`src/rtl/iterative_divider.sv`:
```
// Radix-2 restoring divide/remainder unit for RV32M/RV64M (DIV, DIVU, REM, REMU).
// One quotient bit per cycle, start/busy/done handshake, early exit on x/0 and signed overflow.
module iterative_divider #(
    parameter int XLEN = 32
) (
    input  logic            clk,
    input  logic            rst_n,
    input  logic            start,
    input  logic            flush,
    input  logic [1:0]      div_opcode,
    input  logic [XLEN-1:0] operand1,
    input  logic [XLEN-1:0] operand2,
    output logic            busy,
    output logic            done,
    output logic [XLEN-1:0] result_divide
);

    if (XLEN != 32 && XLEN != 64) begin : g_bad_xlen
        $error("iterative_divider: XLEN must be 32 or 64");
    end

    localparam int               CNT_W    = $clog2(XLEN + 1);
    localparam logic [CNT_W-1:0] CNT_INIT = CNT_W'(XLEN);
    localparam logic [CNT_W-1:0] CNT_ONE  = CNT_W'(1);
    localparam logic [XLEN-1:0]  MIN_NEG  = {1'b1, {(XLEN-1){1'b0}}};

    typedef enum logic [1:0] {
        IDLE = 2'b00,
        CALC = 2'b01,
        FIX  = 2'b10,
        DONE = 2'b11
    } state_t;

    state_t state, state_nxt;

    // Latched operation context and iteration datapath.
    logic [CNT_W-1:0] cnt;
    logic [XLEN-1:0]  rem;
    logic [XLEN-1:0]  quo;
    logic [XLEN-1:0]  divisor;
    logic             is_rem_q;
    logic             neg_quo_q;
    logic             neg_rem_q;

    // Opcode decode: bit 0 set means unsigned, bit 1 set means remainder.
    logic            is_signed;
    logic            is_rem;
    logic            op1_neg;
    logic            op2_neg;
    logic [XLEN-1:0] op1_abs;
    logic [XLEN-1:0] op2_abs;
    logic            div_zero;
    logic            overflow;
    logic            special;
    logic [XLEN-1:0] special_result;
    logic            accept;
    logic [XLEN:0]   trial;
    logic [XLEN-1:0] fix_result;

    always_comb begin
        is_signed = ~div_opcode[0];
        is_rem    = div_opcode[1];
        op1_neg   = is_signed & operand1[XLEN-1];
        op2_neg   = is_signed & operand2[XLEN-1];
        // Magnitudes stay XLEN-bit unsigned, so the most negative value maps onto itself.
        op1_abs   = op1_neg ? -operand1 : operand1;
        op2_abs   = op2_neg ? -operand2 : operand2;
        div_zero  = (operand2 == '0);
        overflow  = is_signed && (operand1 == MIN_NEG) && (operand2 == '1);
        special   = div_zero | overflow;
        accept    = start && !flush && ((state == IDLE) || (state == DONE));
    end

    always_comb begin
        special_result = '0;
        if (div_zero) begin
            special_result = is_rem ? operand1 : '1;
        end else if (overflow) begin
            special_result = is_rem ? '0 : MIN_NEG;
        end
    end

    // Restoring step: the top bit of the (XLEN+1)-bit difference is the borrow.
    always_comb begin
        trial = {rem, quo[XLEN-1]} - {1'b0, divisor};
    end

    always_comb begin
        if (is_rem_q) begin
            fix_result = neg_rem_q ? -rem : rem;
        end else begin
            fix_result = neg_quo_q ? -quo : quo;
        end
    end

    always_ff @(posedge clk or negedge rst_n) begin
        if (!rst_n) begin
            state <= IDLE;
        end else begin
            state <= state_nxt;
        end
    end

    // NOTE: every output and next-state signal gets a default first so no latch is inferred.
    always_comb begin
        state_nxt = state;
        busy      = 1'b0;
        done      = 1'b0;
        unique case (state)
            IDLE, DONE: begin
                done = (state == DONE);
                if (accept) begin
                    state_nxt = special ? DONE : CALC;
                end else begin
                    state_nxt = IDLE;
                end
            end
            CALC: begin
                busy = 1'b1;
                if (cnt == CNT_ONE) begin
                    state_nxt = FIX;
                end
            end
            FIX: begin
                busy      = 1'b1;
                state_nxt = DONE;
            end
        endcase
        if (flush) begin
            state_nxt = IDLE;
        end
    end

    // NOTE: datapath registers are reset too, so a mid-operation reset leaves no stale work behind.
    always_ff @(posedge clk or negedge rst_n) begin
        if (!rst_n) begin
            cnt           <= '0;
            rem           <= '0;
            quo           <= '0;
            divisor       <= '0;
            is_rem_q      <= 1'b0;
            neg_quo_q     <= 1'b0;
            neg_rem_q     <= 1'b0;
            result_divide <= '0;
        end else if (flush) begin
            cnt <= '0;
        end else if (accept) begin
            is_rem_q  <= is_rem;
            neg_quo_q <= op1_neg ^ op2_neg;
            neg_rem_q <= op1_neg;
            divisor   <= op2_abs;
            quo       <= op1_abs;
            rem       <= '0;
            if (special) begin
                cnt           <= '0;
                result_divide <= special_result;
            end else begin
                cnt <= CNT_INIT;
            end
        end else if (state == CALC) begin
            if (!trial[XLEN]) begin
                rem <= trial[XLEN-1:0];
            end else begin
                rem <= {rem[XLEN-2:0], quo[XLEN-1]};
            end
            quo <= {quo[XLEN-2:0], ~trial[XLEN]};
            cnt <= cnt - CNT_ONE;
        end else if (state == FIX) begin
            result_divide <= fix_result;
        end
    end

endmodule

```
`config.mk`:
```
export PLATFORM = sky130hd
export DESIGN_NAME = iterative_divider
export DESIGN_NICKNAME = d
export VERILOG_FILES = /design/src/rtl/iterative_divider.sv
export SDC_FILE = /design/constraint.sdc
export NUM_CORES = 1
export LEC_CHECK = 0
export CAP_MARGIN = 15
export CELL_PAD_IN_SITES_DETAIL_PLACEMENT = 1
export CELL_PAD_IN_SITES_GLOBAL_PLACEMENT = 1
export CORE_UTILIZATION = 45
export CTS_CLUSTER_DIAMETER = 100
export DETAILED_ROUTE_END_ITERATION = 10
export GPL_ROUTABILITY_DRIVEN = 0
export PLACE_DENSITY_LB_ADDON = 0.3
export SLEW_MARGIN = 20
export SYNTH_ARGS = -nofsm -noshare
export SYNTH_HDL_FRONTEND = slang
export SYNTH_SLANG_ARGS = --single-unit
```
`constraint.sdc`:
```
create_clock -name clk -period 8.8 [get_ports clk]
set_input_delay 2.2 -clock clk [delete_from_list [all_inputs] [get_ports clk]]
set_output_delay 2.2 -clock clk [all_outputs]
set_load 0.02 [all_outputs]
```
==> out/summary.md <==
Sorting the synthesized cells by area gives the leading types as dfrtp_1 31%, nand2_1 6.5%, o21ai_0 5.9%. TritonCTS built the clock tree. Measured on the finished design, the core utilization comes to 52.9%.

The worst-case hold path end point was divisor[5]$_DFFE_PN0P_. The worst setup path is launched from an input pin. The residual DRC count came out at 0. The height of the die is 160 um.

The largest total area in the synthesized netlist belongs to dfrtp_1. The tool flagged a number of max-cap violations equal to 0. After the first detailed-routing iteration, the DRC count stood at 703. The sequential element share of the synthesized area was 31.1%; the relative max-transition margin was 25.3%.

The critical setup path kind is input pin to flop. The count of TritonRoute iterations in the first routing pass came out at 5. The CTS clock-pin slew for the worst setup and hold paths is 0.07 ns. The total CTS buffers is 17, and the clock power share is 12.3%. The logs give 139 for the CTS sink count and 0 for the number of buffers inserted by hold repair at cts. The final layout contains 1539 nets. Path category of the worst min-delay check: flop to flop. Once the floorplan was initialized, standard cells occupied 46.0% of the core.

The run gives 2 as the worst-case clock buffer depth. The register-to-register setup slack is 4.32 ns. IR analysis of the VDD net gives a maximum drop of 219 uV. The worst hold path begins at divisor[5]$_DFFE_PN0P_. The share of total power dissipated in combinational logic is 62.9%. The total number of vias was 11000; the Yosys warning count was 0. The average instance in the mapped netlist occupies 8.12 um^2. Antenna diode count: 0. The tools report the achievable frequency as 175 MHz. The signed area change from the synthesized netlist to the final layout was 15.1%; the worst hold path depth was 2. The first global-routing pass estimated 61300 um of wire. The total count of max-transition violations in the final report was 0; the area enclosed by the die boundary was 25500 um^2. The synthesized design contains 0 enable-type register cells. Fraction of registers with async set/reset: 100%. The total overflow left after global routing is 0. In this run, flip-flops and latches consume 24.8% of the power.

The logs give 27000 um for the HPWL after detailed placement and 0.44 ns for the latest clock arrival within the worst-skew pair. In this run the worst path has a maximum fanout of 53. The count of buffers added on input and output ports is 103. The number of I/O pins is 104, and the ratio of total power to cell area is 450 nW/um^2. STA puts the critical path data required time at 9.13 ns. In this run, synthesis produced a sequential element count of 139. Internal power contribution: 0.00274 W. The die is 160 um wide.

Setup violations remaining at the end of the flow were counted as 0. Global routing used 30.1% of the available tracks across all layers. The tools report the kind of capture point of the worst setup path as a flop. The tools report the post-CTS setup buffer count as 0. The analysis attributes to cell leakage a power of 5.18 nW. The run gives 75 as the largest net degree at the start of global routing. In this run the critical register-to-register path is launched from quo[31]$_DFFE_PN0P_.

The most used flip-flop cell after synthesis is dfrtp_1. Yosys mapped the design onto 86 distinct sky130hd cell types. The switching part of the total was 52.8%; the sum of negative setup slack was 0 ns.

The run gives 0 as the initial antenna violation count. For this design the total switching power over the nets is 0.00306 W. The worst register-to-register path ends at rem[15]$_DFFE_PN0P_. The worst register-to-register path has a depth of 14. The run gives 11200 as the via count of the first global-routing pass. Data arrives at the worst endpoint at 6.05 ns. In the synthesized netlist, the number of instances is 1377. The run gives 11200 um^2 as the cell area after synthesis. The transition time at the pin with the least slew margin was 1.11 ns; the via density per instance was 6.25. In the final layout, the share of cells above drive strength 1 is 5.98%. In this run the remaining antenna-violating nets after routing total 0.

After layout, the minimum clock period comes to 5.71 ns. The number of nets handed over by synthesis was 1490. The number of hold-slack violations in the final timing report came out at 0. The fraction of post-synthesis cell area in the top cell type by area is 31.1%, and the largest clock skew in the final design is 0.0103 ns.

After detailed routing, the total wire length is 37700 um. The number of gates given a new drive strength after cts came out at 0. Setup repair after global routing left no endpoint under its margin. The run finished with clean final reports.

CTS built an H-tree with a depth of 4. The initialized floorplan defines 57 standard-cell rows. The placeable core region was 24300 um^2; the part of the cycle the worst path needs was 64.9%. The library cell used as clock root buffer is clkbuf_16. After detailed routing, the average wire length per cell comes to 21.4 um.
## kinds of logic (layout without fill, tap and decap cells)
group	count (synthesis)	after routing	synth area share (%)
muxes	5	5	0.447
and+or+nand+nor	462	462	20.4
AOI/OAI and AO/OA	439	439	25.9
xor gates and xnor gates	146	146	11.4
adders and majority gates	43	43	4.88
buffers and inverters	143	205	5.79
DFF	139	139	31.1
## cells in the mapped netlist, types with 7 or more instances
| library cell | instances |
|---|---|
| a21o_1 | 14 |
| a21oi_1 | 70 |
| a22oi_1 | 28 |
| a31oi_1 | 32 |
| buf_4 | 10 |
| clkbuf_1 | 52 |
| dfrtp_1 | 139 |
| ha_1 | 42 |
| inv_1 | 60 |
| nand2_1 | 194 |
| nand2b_1 | 13 |
| nand3_1 | 13 |
| nand4_1 | 16 |
| nor2_1 | 97 |
| nor2b_1 | 7 |
| nor3_1 | 21 |
| nor4_1 | 16 |
| o211ai_1 | 38 |
| o21ai_0 | 132 |
| o311ai_1 | 19 |
| o31ai_1 | 33 |
| o41ai_1 | 11 |
| or3_1 | 10 |
| or4_1 | 35 |
| xnor2_1 | 74 |
| xor2_1 | 72 |
## registers in the layout, indices dropped and copies added, names as in the netlist
name           cells
is_rem_q           1
cnt                6
quo               32
neg_rem_q          1
rem               32
state              2
divisor           32
neg_quo_q          1
result_divide     32
## critical path, cell delays in order
cell and delay, ns:
clkdlybuf4s50_1 0.53, or4_4 0.61, nor4_2 0.29, and4b_1 0.37, and3b_2 0.44, and2_4 0.38, nor2_2 0.13, nand2_2 0.73
nor2_1 0.12, a31oi_1 0.24
## placed cells by master, fill, tap and decap left out, types with 32 or more instances in the layout
master           Yosys  routed
nand2_1            194     194
dfrtp_1            139     137
o21ai_0            132     132
clkdlybuf4s50_1      0     102
nor2_1              97      96
xnor2_1             74      74
xor2_1              72      72
a21oi_1             70      69
inv_1               60      60
ha_1                42      42
o211ai_1            38      38
or4_1               35      35
o31ai_1             33      33
a31oi_1             32      32
## per-layer routing
metal | GRT usage, % | vias up | routed length (um)
li1 | - | 5107 | -
met4 | 12.1 | 0 | 1140
met3 | 3.69 | 79 | 1650
met5 | 0 | - | 0
met2 | 50.2 | 290 | 18200
met1 | 39.7 | 5544 | 16700
## worst max-delay path by stage
stage | startpoint | to | slack [ns]
2_1_floorplan | operand2[9] | result_divide[1]$_DFFE_PN0P_ | 4.51
3_3_place_gp | operand2[9] | result_divide[13]$_DFFE_PN0P_ | 2.91
3_5_place_dp | operand2[9] | result_divide[15]$_DFFE_PN0P_ | 2.68
4_1_cts | operand2[9] | result_divide[31]$_DFFE_PN0P_ | 3.10
5_1_grt | operand2[13] | result_divide[31]$_DFFE_PN0P_ | 2.87
6_report | operand2[13] | result_divide[31]$_DFFE_PN0P_ | 3.09
## layout make-up
cell class / instances / area (um^2)
sequential: 139 / 3480
inverter: 60 / 225
clock buffer: 18 / 439
fill: 2937 / 11400
multi-input combinational: 1095 / 7090
tap: 324 / 405
clock inverter: 14 / 126
timing repair buffer: 113 / 1110
## power groups by stage
stage | Sequential [W] | Combinational [W] | Clock [W]
after floorplan | 0.00129 | 0.00261 | 0
after global placement | 0.00141 | 0.00344 | 0
after detailed placement | 0.00143 | 0.00357 | 0
after CTS | 0.00142 | 0.00363 | 0.000718
after global routing | 0.00148 | 0.00401 | 0.000739
final | 0.00143 | 0.00364 | 0.000714
## per-stage QoR
| step | power (W) | cells | instance area [um^2] | hold WS [ns] | worst slack (ns) |
|---|---|---|---|---|---|
| 2_1_floorplan | 0.00390 | 1377 | 11200 | 0.449 | 4.51 |
| 3_3_place_gp | 0.00485 | 1731 | 12300 | 0.461 | 2.91 |
| 4_1_cts | 0.00577 | 1763 | 12900 | 0.485 | 3.10 |
| 6_report | 0.00579 | 1763 | 12900 | 0.483 | 3.09 |
| 5_1_grt | 0.00623 | 1763 | 12900 | 0.498 | 2.87 |
| 3_5_place_dp | 0.00500 | 1731 | 12300 | 0.471 | 2.68 |
Note: power is estimated with default switching activity, not from simulation.
